**config.mk**
```make
export PLATFORM = sky130hd
export DESIGN_NAME = uart_rx_mon
export DESIGN_NICKNAME = d
export VERILOG_FILES = /design/src/rtl/uart_rx_mon.sv
export SDC_FILE = /design/constraint.sdc
export NUM_CORES = 1
export LEC_CHECK = 0
export ABC_AREA = 1
export CAP_MARGIN = 20
export CORE_ASPECT_RATIO = 0.7
export CORE_MARGIN = 1
export CORE_UTILIZATION = 35
export DETAILED_ROUTE_END_ITERATION = 16
export PLACE_DENSITY = 0.6
export SYNTH_ARGS = -nofsm -noshare
export SYNTH_HDL_FRONTEND = slang
export SYNTH_SLANG_ARGS = --single-unit
```
**constraint.sdc**
```tcl
create_clock -name clk -period 2.62 [get_ports clk]
set_input_delay 0.262 -clock clk [delete_from_list [all_inputs] [get_ports clk]]
set_output_delay 0.262 -clock clk [all_outputs]
set_load 0.01 [all_outputs]
```
**src/rtl/uart_rx_mon.sv**
```systemverilog
// UART receive monitor: synchronised rx, runtime baud divisor, configurable frame
// format, and a first-word-fall-through FIFO of {ferr, perr, data} entries.
module uart_rx_mon #(
    parameter int DATA_BITS   = 8,
    parameter int PARITY      = 0,
    parameter int STOP_BITS   = 1,
    parameter int FIFO_DEPTH  = 8,
    parameter int DIV_W       = 16,
    parameter int SYNC_STAGES = 2
) (
    input  logic                              clk,
    input  logic                              rst_n,
    input  logic                              en,
    input  logic [DIV_W-1:0]                  baud_div,
    input  logic                              rx,
    output logic                              rd_valid,
    input  logic                              rd_ready,
    output logic [DATA_BITS-1:0]              rd_data,
    output logic                              rd_perr,
    output logic                              rd_ferr,
    output logic [$clog2(FIFO_DEPTH+1)-1:0]   fifo_count,
    output logic                              overflow,
    input  logic                              clear_ovf,
    output logic                              busy
);

    localparam int AW = $clog2(FIFO_DEPTH);
    localparam int CW = $clog2(FIFO_DEPTH + 1);
    localparam int EW = DATA_BITS + 2;
    localparam logic [3:0]    LAST_DATA = 4'(DATA_BITS - 1);
    localparam logic [3:0]    LAST_STOP = 4'(STOP_BITS - 1);
    localparam logic [CW-1:0] DEPTH_C   = CW'(FIFO_DEPTH);

    typedef enum logic [2:0] {IDLE, START, DATA, PAR, STOP} state_t;

    // ---------------- synchroniser and start-edge detect ----------------
    logic [SYNC_STAGES-1:0] sync_q, sync_d;
    logic                   prev_q, prev_d;
    logic                   rxs;
    logic                   start_edge;

    always_comb begin
        sync_d     = {sync_q[SYNC_STAGES-2:0], rx};
        rxs        = sync_q[SYNC_STAGES-1];
        prev_d     = rxs;
        start_edge = prev_q & ~rxs;
    end

    always_ff @(posedge clk or negedge rst_n) begin
        if (!rst_n) begin
            sync_q <= '1;
            prev_q <= 1'b1;
        end else begin
            sync_q <= sync_d;
            prev_q <= prev_d;
        end
    end

    // ---------------- receiver FSM ----------------
    state_t               state_q, state_d;
    logic [DIV_W-1:0]     cnt_q, cnt_d;
    logic [DIV_W-1:0]     div_q, div_d;
    logic [DIV_W-1:0]     div_eff;
    logic [3:0]           bit_q, bit_d;
    logic [DATA_BITS-1:0] data_q, data_d;
    logic                 perr_q, perr_d;
    logic                 ferr_q, ferr_d;
    logic                 ferr_acc;
    logic                 expire;
    logic                 push;
    logic [EW-1:0]        push_entry;

    always_comb begin
        state_d    = state_q;
        cnt_d      = cnt_q;
        div_d      = div_q;
        bit_d      = bit_q;
        data_d     = data_q;
        perr_d     = perr_q;
        ferr_d     = ferr_q;
        ferr_acc   = ferr_q | ~rxs;
        push       = 1'b0;
        push_entry = {ferr_acc, perr_q, data_q};
        div_eff    = (baud_div < DIV_W'(4)) ? DIV_W'(4) : baud_div;
        expire     = (cnt_q <= DIV_W'(1));

        case (state_q)
            IDLE: begin
                if (en && start_edge) begin
                    state_d = START;
                    div_d   = div_eff;
                    cnt_d   = div_eff >> 1;
                    bit_d   = '0;
                    perr_d  = 1'b0;
                    ferr_d  = 1'b0;
                end
            end
            START: begin
                if (!expire) begin
                    cnt_d = cnt_q - DIV_W'(1);
                end else if (rxs) begin
                    state_d = IDLE;
                end else begin
                    state_d = DATA;
                    cnt_d   = div_q;
                end
            end
            DATA: begin
                if (!expire) begin
                    cnt_d = cnt_q - DIV_W'(1);
                end else begin
                    data_d = {rxs, data_q[DATA_BITS-1:1]};
                    cnt_d  = div_q;
                    if (bit_q == LAST_DATA) begin
                        bit_d   = '0;
                        state_d = (PARITY != 0) ? PAR : STOP;
                    end else begin
                        bit_d = bit_q + 4'd1;
                    end
                end
            end
            PAR: begin
                if (!expire) begin
                    cnt_d = cnt_q - DIV_W'(1);
                end else begin
                    // odd parity expects an overall XOR of 1, even expects 0
                    if (PARITY == 1) perr_d = ~(^data_q ^ rxs);
                    else             perr_d = ^data_q ^ rxs;
                    cnt_d   = div_q;
                    state_d = STOP;
                end
            end
            STOP: begin
                if (!expire) begin
                    cnt_d = cnt_q - DIV_W'(1);
                end else if (bit_q == LAST_STOP) begin
                    // leave at mid-stop so a back-to-back start edge is caught
                    push    = 1'b1;
                    state_d = IDLE;
                end else begin
                    ferr_d = ferr_acc;
                    bit_d  = bit_q + 4'd1;
                    cnt_d  = div_q;
                end
            end
            default: state_d = IDLE;
        endcase

        if (!en) begin
            state_d = IDLE;
            push    = 1'b0;
        end
    end

    always_ff @(posedge clk or negedge rst_n) begin
        if (!rst_n) begin
            state_q <= IDLE;
            cnt_q   <= '0;
            bit_q   <= '0;
            perr_q  <= 1'b0;
            ferr_q  <= 1'b0;
        end else begin
            state_q <= state_d;
            cnt_q   <= cnt_d;
            bit_q   <= bit_d;
            perr_q  <= perr_d;
            ferr_q  <= ferr_d;
        end
    end

    always_ff @(posedge clk) begin
        div_q  <= div_d;
        data_q <= data_d;
    end

    assign busy = (state_q != IDLE);

    // ---------------- FWFT FIFO and overflow flag ----------------
    logic [EW-1:0] mem_q [FIFO_DEPTH];
    logic [AW-1:0] wr_ptr_q, wr_ptr_d;
    logic [AW-1:0] rd_ptr_q, rd_ptr_d;
    logic [CW-1:0] count_q, count_d;
    logic          ovf_q, ovf_d;
    logic          full;
    logic          do_pop;
    logic          do_push;
    logic          drop;
    logic [EW-1:0] head;

    always_comb begin
        full     = (count_q == DEPTH_C);
        do_pop   = rd_valid & rd_ready;
        do_push  = push & (~full | do_pop);
        drop     = push & full & ~do_pop;
        wr_ptr_d = do_push ? wr_ptr_q + AW'(1) : wr_ptr_q;
        rd_ptr_d = do_pop  ? rd_ptr_q + AW'(1) : rd_ptr_q;
        case ({do_push, do_pop})
            2'b10:   count_d = count_q + CW'(1);
            2'b01:   count_d = count_q - CW'(1);
            default: count_d = count_q;
        endcase
        if (drop)           ovf_d = 1'b1;
        else if (clear_ovf) ovf_d = 1'b0;
        else                ovf_d = ovf_q;
    end

    always_ff @(posedge clk or negedge rst_n) begin
        if (!rst_n) begin
            wr_ptr_q <= '0;
            rd_ptr_q <= '0;
            count_q  <= '0;
            ovf_q    <= 1'b0;
        end else begin
            wr_ptr_q <= wr_ptr_d;
            rd_ptr_q <= rd_ptr_d;
            count_q  <= count_d;
            ovf_q    <= ovf_d;
        end
    end

    always_ff @(posedge clk) begin
        if (do_push) mem_q[wr_ptr_q] <= push_entry;
    end

    // head is gated so the data outputs read zero while the FIFO is empty
    assign head       = mem_q[rd_ptr_q];
    assign rd_valid   = (count_q != '0);
    assign rd_data    = rd_valid ? head[DATA_BITS-1:0] : '0;
    assign rd_perr    = rd_valid & head[DATA_BITS];
    assign rd_ferr    = rd_valid & head[DATA_BITS+1];
    assign fifo_count = count_q;
    assign overflow   = ovf_q;

endmodule

```
[Word-level counts from Yosys, hierarchy flattened]
Memories as Yosys holds them, arrays and structs flattened.
Cells that the tools add are included.
Word-level totals
  register bits: 63
  bits in writable memories: 80
  output and inout bits: 17
  word-level logic and storage cells: 118
  memories: 1
Cells by class
  $add $sub $neg: 6
  order comparisons: 2
  equal/unequal tests: 22
  multiplexer cells: 40
  bitwise operators: 13
  reduce and logical (&&, ||, !) cells: 20
Memories
  mem_q: depth 8, width 10, rd ports 1, clocked after Yosys merged registers in 0, write ports 1, RTL line 179  | logic [EW-1:0] mem_q [FIFO_DEPTH];
Operators by type and width (count)
  16-bit 2-to-1 mux: 7
  16-bit one-hot mux with 4 select lines: 1
  3-bit != test, second input constant: 9
  3-bit 2-to-1 mux: 8
  4-bit 2-to-1 mux: 5
  16-bit by 1-bit <= comparator with 1-bit output, second input constant: 1
  16-bit by 3-bit less-than comparator with 1-bit output, second input constant: 1
  16-bit by 1-bit subtractor with 16-bit output, second input constant: 1
  3-bit one-hot mux with 5 select lines: 1
  1-bit 2-to-1 mux: 12
  4-bit one-hot mux with 3 select lines: 1
  2-bit != test, second input constant: 5
  4-bit by 1-bit adder with 4-bit output, second input constant: 2
  8-bit 2-to-1 mux: 1
  4-bit one-hot mux with 2 select lines: 1
  4-bit AND reduction: 2
  2-bit nonzero test: 4
  4-bit nonzero test: 2
  8-bit parity: 1
  1-bit bitwise AND: 7
  7-bit AND reduction: 1
  3-bit by 1-bit adder with 3-bit output, second input constant: 2
  3-bit by 2-bit equality test with 1-bit output, second input constant: 2
  3-bit nonzero test: 2
  19 further kinds: 24

[Logic depth before layout (Yosys ltp)]
Gate-level depths: netlist of the first run.
  word-level depth: 8
  gate-level depth with buffers: 13
  mapped depth without buffers: 13

[Least setup slack after synthesis of the first run]
OpenSTA, ideal clock, no wires.
  path kind: reg2reg
  start: register state_q[0]
  end: register perr_q
  setup time: 121 ps
  arrival time: 2484 ps
  data required time: 2499 ps
  path slack: 15 ps
  cell stages (with the launch flop): 9
  path buffers: 0
  cell sequence: dfrtp_1 nor2_1 inv_1 nor2_1 inv_1 nor3_1 inv_1 o211ai_1 nand2_1
Between the ends
  longest elaborated chain between the ends: 3
  elaborated cells between the ends (all ways): 7
RTL lines
  start, declared: RTL line 60  | state_t state_q, state_d;
  start signal, assigned: RTL line 163  | state_q <= state_d;
  3-bit by 2-bit equality test with 1-bit output / 3-bit zero test (equally long branches): RTL line 87  | case (state_q)
  2-bit != test (no source line) / 2-bit nonzero test (equally long branches)
  3-bit AND reduction (no source line)
  end signal, assigned: RTL line 166  | perr_q <= perr_d;
  end, declared: RTL line 66  | logic perr_q, perr_d;
Several ways; a longest one is shown, not always the timed one.
A chain may end at the register's enable or synchronous reset.

[Worst setup path after layout of the first run]
  start: register rd_ptr_q[0]
  end: output rd_data[1]
Between the ends
  longest elaborated chain between the ends: 2
RTL lines
  start, declared: RTL line 181  | logic [AW-1:0] rd_ptr_q, rd_ptr_d;
  start signal, assigned: RTL line 215  | rd_ptr_q <= rd_ptr_d;
  memory read 8 x 10 bit
  8-bit 2-to-1 mux: RTL line 228  | assign rd_data = rd_valid ? head[DATA_BITS-1:0] : '0;
  end, declared: RTL line 18  | output logic [DATA_BITS-1:0] rd_data,
Every way passes these cells.

==> results of run 1 <==
[cells in the mapped netlist (4+ instances only)]
cell,instances
sky130_fd_sc_hd__nand3b_1,15
sky130_fd_sc_hd__nor2_1,108
sky130_fd_sc_hd__xnor2_1,7
sky130_fd_sc_hd__o21ai_1,10
sky130_fd_sc_hd__dfrtp_1,36
sky130_fd_sc_hd__edfxtp_1,104
sky130_fd_sc_hd__nand2_1,195
sky130_fd_sc_hd__a31oi_1,10
sky130_fd_sc_hd__o21ai_0,56
sky130_fd_sc_hd__o22ai_1,11
sky130_fd_sc_hd__xor2_1,11
sky130_fd_sc_hd__ha_1,9
sky130_fd_sc_hd__nor2_2,7
sky130_fd_sc_hd__inv_1,45
sky130_fd_sc_hd__nand3_1,36
sky130_fd_sc_hd__clkbuf_1,27
sky130_fd_sc_hd__nor3_1,4
[worst paths after layout]
path | end | slack, ps | start
min in group clk | sync_q[0] | 250 | rx
min reg2reg | sync_q[1] | 360 | sync_q[0]
max reg2reg | fifo_count[2] | 220 | cnt_q[0]
max | rd_data[1] | 120 | rd_ptr_q[0]
max in group asynchronous | fifo_count[1] | 1950 | rst_n
min | bit_q[2] | -2 | rst_n
[registers in the layout (all words and copies together) (netlist names)]
register,count
wr_ptr_q,3
state_q,3
overflow,1
sync_q,2
mem_q,80
ferr_q,1
fifo_count,4
rd_ptr_q,3
bit_q,4
perr_q,1
prev_q,1
data_q,8
div_q,16
cnt_q,16
[worst max-delay path: stages (launching register included)]
cell and delay [ps]:
sky130_fd_sc_hd__dfrtp_2 450, sky130_fd_sc_hd__inv_4 130, sky130_fd_sc_hd__buf_4 200, sky130_fd_sc_hd__nor2_1 60, sky130_fd_sc_hd__o22ai_1 170, sky130_fd_sc_hd__o21ai_0 100
sky130_fd_sc_hd__a31oi_1 150, sky130_fd_sc_hd__clkdlybuf4s50_1 550
[cells in the final DEF (no fill, tap or decap), types with 6 or more instances in the layout]
| cell type | synthesis | routed |
|---|---|---|
| sky130_fd_sc_hd__nand2_1 | 195 | 195 |
| sky130_fd_sc_hd__nor2_1 | 108 | 106 |
| sky130_fd_sc_hd__edfxtp_1 | 104 | 104 |
| sky130_fd_sc_hd__o21ai_0 | 56 | 56 |
| sky130_fd_sc_hd__inv_1 | 45 | 43 |
| sky130_fd_sc_hd__nand3_1 | 36 | 36 |
| sky130_fd_sc_hd__dfrtp_1 | 36 | 33 |
| sky130_fd_sc_hd__clkdlybuf4s50_1 | 0 | 31 |
| sky130_fd_sc_hd__buf_4 | 1 | 23 |
| sky130_fd_sc_hd__clkbuf_16 | 0 | 17 |
| sky130_fd_sc_hd__nand3b_1 | 15 | 15 |
| sky130_fd_sc_hd__o22ai_1 | 11 | 11 |
| sky130_fd_sc_hd__o21ai_1 | 10 | 10 |
| sky130_fd_sc_hd__a31oi_1 | 10 | 10 |
| sky130_fd_sc_hd__xor2_1 | 11 | 10 |
| sky130_fd_sc_hd__nor2_2 | 7 | 7 |
| sky130_fd_sc_hd__xnor2_1 | 7 | 7 |
| sky130_fd_sc_hd__ha_1 | 9 | 7 |
| sky130_fd_sc_hd__dlymetal6s2s_1 | 0 | 6 |
[per-layer routing]
| metal | up-vias | track usage | wire length [um] |
|---|---|---|---|
| met5 | - | 0 | 0 |
| li1 | 2520 | - | - |
| met2 | 117 | 0.232 | 6390 |
| met4 | 0 | 0.0389 | 90 |
| met1 | 2388 | 0.261 | 8330 |
| met3 | 7 | 0.0399 | 772 |
[through the flow]
stage / instance area (um^2) / setup TNS, ps
after CTS: 8210 / -8.92
final: 8270 / 0
after global routing: 8270 / -0.00755
after global placement: 7630 / 0
after floorplan: 6830 / 0
after detailed placement: 7630 / 0
[area by class of cell]
type / count / area (um^2)
Tap cell: 264 / 330
Sequential cell: 143 / 4110
Timing Repair Buffer: 66 / 646
Fill cell: 1861 / 10800
Multi-Input combinational cell: 500 / 2440
Inverter: 46 / 175
Clock buffer: 19 / 443
Clock inverter: 13 / 129
[cells by family after synthesis]
logic type,after synthesis
simple gates,377
xor+xnor,18
buf+inv,79
compound gates,96
flops,143
fa+ha+maj,9
[where the power goes]
part | internal, W | switching [W]
clock network | 0.00135 | 0.000968
registers | 0.00257 | 0.000188
logic | 0.00108 | 0.00146
total | 0.00500 | 0.00262
[what timing repair did]
item                                    4_1_cts  5_1_grt
endpoints found under the hold margin         0        0
resized for setup                             2       22
gates cloned                                  0        0
endpoints found under the setup margin        9       13
pin swaps                                     0        2
buffers inserted                              0        0
==> Implementation_results.wiki, run 1 <==
{| class="wikitable"
! Metric !! Value
|-
| Per-cell via count in the routed design || 4.79
|-
| Fraction of the yosys area taken by sequential cells || 0.601
|-
| Number of port buffers || 38
|-
| Per-instance average area after synthesis || 9.46 um^2
|-
| Headroom to the max-slew limit || 0.358
|-
| Critical path peak fanout || 13
|-
| FP Rows || 42
|-
| DIE AREA || 20100 um^2
|-
| Overall track demand over capacity in global routing || 0.168
|-
| Area fraction in compound gates after synthesis || 0.0778
|-
| Number of hold-slack violations in the final timing report || 2
|-
| Post-route minimum period || 2500 ps
|-
| Detailed-route wire length || 15600 um
|-
| Share of synthesized cell area in full adder, half adder and majority cells || 0.0165
|-
| Library cells used by synthesis || 36
|-
| R2R depth || 13
|-
| First-pass GRT wire length || 25600 um
|-
| Placed cell count || 1019
|-
| Source-to-sink clock delay at the later pin of the worst-skew pair || 420 ps
|-
| Pin count of the biggest net entering global routing || 40
|-
| Setup violation total in the final timing report || 0
|-
| Result of the run || finished with violations
|-
| Average detailed-routed wire length per instance || 14.8 um
|-
| Cell at the root of the clock tree || sky130_fd_sc_hd__clkbuf_16
|-
| Total count of max-transition violations in the final report || 0
|-
| Remaining global-route overflow || 0
|-
| Clock-pin slew of the registers on the worst-case setup and hold paths || 60 ps
|-
| # Max-Cap Violations || 0
|-
| Leakage dissipation || 3.36 nW
|-
| Layout net count || 805
|-
| Violated checks || negative hold slack
|-
| Setup slack at placement || 26.0 ps
|-
| Final HPWL from detailed placement || 10700 um
|-
| Count of routing violations after the opening detailed-route iteration || 359
|-
| Antenna violations before repair || 0
|-
| Power per Cell Area || 920 nW/um^2
|-
| CTS buffer count || 17
|-
| Routed vias || 5032
|-
| Actual transition at the worst max-transition pin || 962 ps
|-
| Via count of the first global-routing pass || 4725
|-
| Worst voltage drop across the vdd grid || 0.000399 V
|-
| Number of standard cells in the final layout excluding fillers || 1051
|-
| Syn. warnings || 0
|-
| Post-route worst hold slack || -1.97 ps
|-
| Count of mapped cells out of synthesis || 722
|-
| Fraction of layout instances using a drive strength above 1 || 0.118
|-
| Net Count, Synth || 753
|-
| Std-Cell Core Area || 19000 um^2
|-
| Starting Density || 0.359
|-
| XOR/XNOR Fraction of Synth Area || 0.0231
|-
| Relative area change from synthesis to final layout || 21.1%
|-
| Dominant cell type by area after synthesis || sky130_fd_sc_hd__edfxtp_1
|-
| Diodes inserted || 0
|-
| Hold bufs inserted after CTS || 0
|-
| F_max || 400 MHz
|-
| Remaining antenna violation count || 0
|-
| Sinks on Clock Net || 143
|-
| Count of unresolved DRC violations after routing || 0
|-
| CTS tree || done
|-
| Leading post-synthesis cells by cell area || sky130_fd_sc_hd__edfxtp_1, sky130_fd_sc_hd__dfrtp_1, sky130_fd_sc_hd__nand2_1
|-
| Required time at the worst-slack endpoint || 2360 ps
|-
| Startpoint type of the worst setup path || register
|-
| DRT Pass-1 Iters || 5
|-
| Placer Congestion || 0.829
|-
| Number of enable-type register cells in the synthesized netlist || 104
|-
| Part of the cycle the worst path needs || 0.954
|-
| CTS H-tree lvls || 4
|-
| Vertical extent of the die || 119 um
|-
| Share of the synthesized area in the top cell type || 0.457
|-
| Post-Synthesis Cell Area || 6830 um^2
|-
| Mux share of post-synthesis cell area || 0
|-
| Combinational family with the most area after synthesis || simple AND/OR/NAND/NOR gates
|-
| Fraction of registers with async set/reset || 0.273
|-
| Seq cells post-synth || 143
|-
| Type of element capturing the critical path || output port
|-
| I/O pin count || 39
|-
| Crit Path Category || register to output port
|-
| Post-layout total power || 0.00761 W
|-
| Final clock skew || 11.1 ps
|-
| Worst hold path class || input pin to async pin
|-
| Critical path data arrival time || 2240 ps
|-
| Area share of and/or/nand/nor cells after synthesis || 0.236
|-
| Prevailing post-synth register cell || sky130_fd_sc_hd__edfxtp_1
|-
| Final core occ || 0.435
|-
| Die span in x || 169 um
|-
| Bufs on Longest Clock Path || 2
|-
| Minimum setup slack in the final design || 121 ps
|}
Note: power is estimated with default switching activity, not from simulation.
==> run 2, diff against run 1 <==
--- a/config.mk
+++ b/config.mk
@@ -10,6 +10,7 @@
 export CORE_ASPECT_RATIO = 0.7
 export CORE_MARGIN = 1
 export CORE_UTILIZATION = 35
+export CTS_CLUSTER_DIAMETER = 40
 export DETAILED_ROUTE_END_ITERATION = 16
 export PLACE_DENSITY = 0.6
 export SYNTH_ARGS = -nofsm -noshare
==> results of run 2 <==
No change in the layout: final DEF, timing and power equal those of run 1.
==> run 3, diff against run 2 <==
--- a/config.mk
+++ b/config.mk
@@ -12,7 +12,7 @@
 export CORE_UTILIZATION = 35
 export CTS_CLUSTER_DIAMETER = 40
 export DETAILED_ROUTE_END_ITERATION = 16
-export PLACE_DENSITY = 0.6
+export PLACE_DENSITY_LB_ADDON = 0.3
 export SYNTH_ARGS = -nofsm -noshare
 export SYNTH_HDL_FRONTEND = slang
 export SYNTH_SLANG_ARGS = --single-unit
==> constraint.sdc (replaced) <==
create_clock -name clk -period 2.5 [get_ports clk]
set_input_delay 0.25 -clock clk [delete_from_list [all_inputs] [get_ports clk]]
set_output_delay 0.25 -clock clk [all_outputs]
set_load 0.01 [all_outputs]
==> Implementation_results.wiki, run 3 (synthesis results as in run 1) <==
{| class="wikitable"
! Metric !! Value
|-
| Relative area change from synthesis to final layout || 22.0%
|-
| Post-CTS Setup Bufs || 0
|-
| Placement-stage cell area || 7690 um^2
|-
| Std-Cell Core Area || 19000 um^2
|-
| Count of routing violations after the opening detailed-route iteration || 382
|-
| Diodes inserted || 0
|-
| Cell at the root of the clock tree || sky130_fd_sc_hd__clkbuf_16
|-
| CTS buffer count || 17
|-
| Headroom to the max-slew limit || 0.373
|-
| Final HPWL from detailed placement || 11000 um
|-
| Slowest stage delay, CP || 550 ps
|-
| Most frequent cells in the layout || sky130_fd_sc_hd__nand2_1, sky130_fd_sc_hd__nor2_1, sky130_fd_sc_hd__edfxtp_1, sky130_fd_sc_hd__o21ai_0, sky130_fd_sc_hd__inv_1
|-
| CP dominant cell by count || sky130_fd_sc_hd__o21ai_0
|-
| Remaining antenna violation count || 0
|-
| Sinks on Clock Net || 143
|-
| DIE AREA || 20100 um^2
|-
| Critical path data arrival time || 2150 ps
|-
| Bufs on Longest Clock Path || 2
|-
| Type of element capturing the critical path || output port
|-
| Biggest register || mem_q
|-
| Post-route minimum period || 2400 ps
|-
| Layout net count || 814
|-
| First-pass GRT wire length || 26000 um
|-
| Worst hold path class || input pin to async pin
|-
| Total count of max-transition violations in the final report || 0
|-
| Setup violation total in the final timing report || 0
|-
| Overall track demand over capacity in global routing || 0.170
|-
| Clock-pin slew of the registers on the worst-case setup and hold paths || 60 ps
|-
| Routed vias || 5029
|-
| Unrepaired setup endpoints after global routing || false
|-
| Required time at the worst-slack endpoint || 2250 ps
|-
| Fill cell count || 1818
|-
| Via count of the first global-routing pass || 4817
|-
| Crit Path Category || register to output port
|-
| Post-route worst hold slack || -32.8 ps
|-
| Starting Density || 0.359
|-
| Part of the cycle the worst path needs || 0.961
|-
| Startpoint type of the worst setup path || register
|-
| Leakage dissipation || 3.42 nW
|-
| Critical path peak fanout || 25
|-
| Placer Congestion || 0.813
|-
| Worst voltage drop across the vdd grid || 0.000497 V
|-
| Power per Cell Area || 976 nW/um^2
|-
| # Max-Cap Violations || 0
|-
| CP max stage cell || sky130_fd_sc_hd__clkdlybuf4s50_1
|-
| DRT Pass-1 Iters || 5
|-
| Remaining global-route overflow || 0
|-
| Vertical extent of the die || 119 um
|-
| Result of the run || finished with violations
|-
| Fraction of layout instances using a drive strength above 1 || 0.126
|-
| CTS H-tree lvls || 4
|-
| Pin count of the biggest net entering global routing || 40
|-
| Count of unresolved DRC violations after routing || 0
|-
| Number of port buffers || 38
|-
| Source-to-sink clock delay at the later pin of the worst-skew pair || 420 ps
|-
| Family with the most delay on the worst path || buffers and inverters
|-
| Most common cell after layout, fill and taps aside || sky130_fd_sc_hd__nand2_1
|-
| Hold bufs inserted after CTS || 0
|-
| I/O pin count || 39
|-
| Buf/Inv on CP || 2
|-
| Largest register FFs || 80
|-
| Post-layout total power || 0.00814 W
|-
| F_max || 416 MHz
|-
| Final clock skew || 9.28 ps
|-
| Top flop regs || mem_q (80), cnt_q (16), div_q (16)
|-
| Detailed-route wire length || 15800 um
|-
| Antenna violations before repair || 0
|-
| Violated checks || negative hold slack
|-
| Cell-by-cell trace of the critical path || buf_6, o21ai_0, o22ai_1, o21ai_0, a31oi_1, clkdlybuf4s50_1
|-
| Final instance area || 8330 um^2
|-
| Average detailed-routed wire length per instance || 14.9 um
|-
| FP Rows || 42
|-
| Number of hold-slack violations in the final timing report || 36
|-
| CTS tree || done
|-
| Per-cell via count in the routed design || 4.74
|-
| Actual transition at the worst max-transition pin || 940 ps
|-
| Die span in x || 169 um
|}
-- run 3: changes by cell type in the layout (fill, tap and decap cells not counted), moves of 2 or more --
cell	before	now
sky130_fd_sc_hd__clkdlybuf4s50_1	31	28
sky130_fd_sc_hd__nor2_2	7	9
sky130_fd_sc_hd__dlygate4sd2_1	0	6
sky130_fd_sc_hd__clkinv_4	2	5
sky130_fd_sc_hd__bufinv_16	1	3
sky130_fd_sc_hd__dlymetal6s2s_1	6	3
sky130_fd_sc_hd__clkinvlp_4	4	0
sky130_fd_sc_hd__dfrtp_1	33	36
sky130_fd_sc_hd__clkinv_2	1	3
sky130_fd_sc_hd__dfrtp_2	3	0
sky130_fd_sc_hd__buf_4	23	33
sky130_fd_sc_hd__nor2_4	4	2
-- run 3: worst paths after layout --
kind	from	end	slack, ps	cells after the start
min in group clk	rx	sync_q[0]	230	1
setup / recovery	rd_ptr_q[0]	rd_data[3]	100	6
max in group asynchronous	rst_n	fifo_count[2]	1940	1
hold reg to reg	sync_q[0]	sync_q[1]	360	0
setup reg to reg	bit_q[0]	fifo_count[2]	240	13
hold / removal	rst_n	bit_q[0]	-30	1
-- run 3: through the flow --
stage                     setup WS [ps]  setup TNS (ps)   util  hold slack, ps  cells
final                              97.9               0  0.438           -32.8   1060
after global routing               7.57               0  0.438            47.2   1060
after CTS                         -23.2           -23.2  0.437            2.60   1060
after detailed placement            159               0  0.404             348   1028
after global placement              219               0  0.404             346   1028
after floorplan                    93.5               0      -           -45.6    722
-- run 3: timing repair --
item | CTS | global route
resized for setup | 10 | 11
gates cloned | 0 | 0
endpoints found under the setup margin | 9 | 6
-- run 3: power breakdown --
group          internal [W]  total, W  switching (W)
registers           0.00269   0.00285       0.000165
logic               0.00111   0.00267        0.00156
clock network       0.00158   0.00261        0.00103
total               0.00538   0.00814        0.00276
-- run 3: worst reg2reg max path, cell delays in order (launching register included) --
cell and delay, ps:
sky130_fd_sc_hd__dfrtp_1 410, sky130_fd_sc_hd__inv_1 100, sky130_fd_sc_hd__ha_1 180, sky130_fd_sc_hd__nand2_1 70, sky130_fd_sc_hd__nor2_2 120, sky130_fd_sc_hd__nand2_1 130
sky130_fd_sc_hd__nor2_2 140, sky130_fd_sc_hd__nand2_1 80, sky130_fd_sc_hd__ha_2 210, sky130_fd_sc_hd__xor2_2 160, sky130_fd_sc_hd__ha_1 180, sky130_fd_sc_hd__a21oi_1 140
sky130_fd_sc_hd__xor2_1 140, sky130_fd_sc_hd__o21ai_0 80
-- run 3: area by class of cell --
cell class              count  area [um^2]  share of cell area
clock buffers              17          425              0.0510
clock inverters            15          184              0.0221
inverters                  46          173              0.0207
multi-input cells         500         2430               0.292
flip-flops and latches    143         4100               0.492
well taps                 264          330              0.0396
repair buffers             75          686              0.0823
-- run 3: layer usage --
metal,global-route usage,routed length [um],up-vias
met2,0.228,6180,130
li1,-,-,2539
met3,0.0369,940,14
met1,0.271,8550,2346
met4,0.0462,152,0
met5,0,0,-
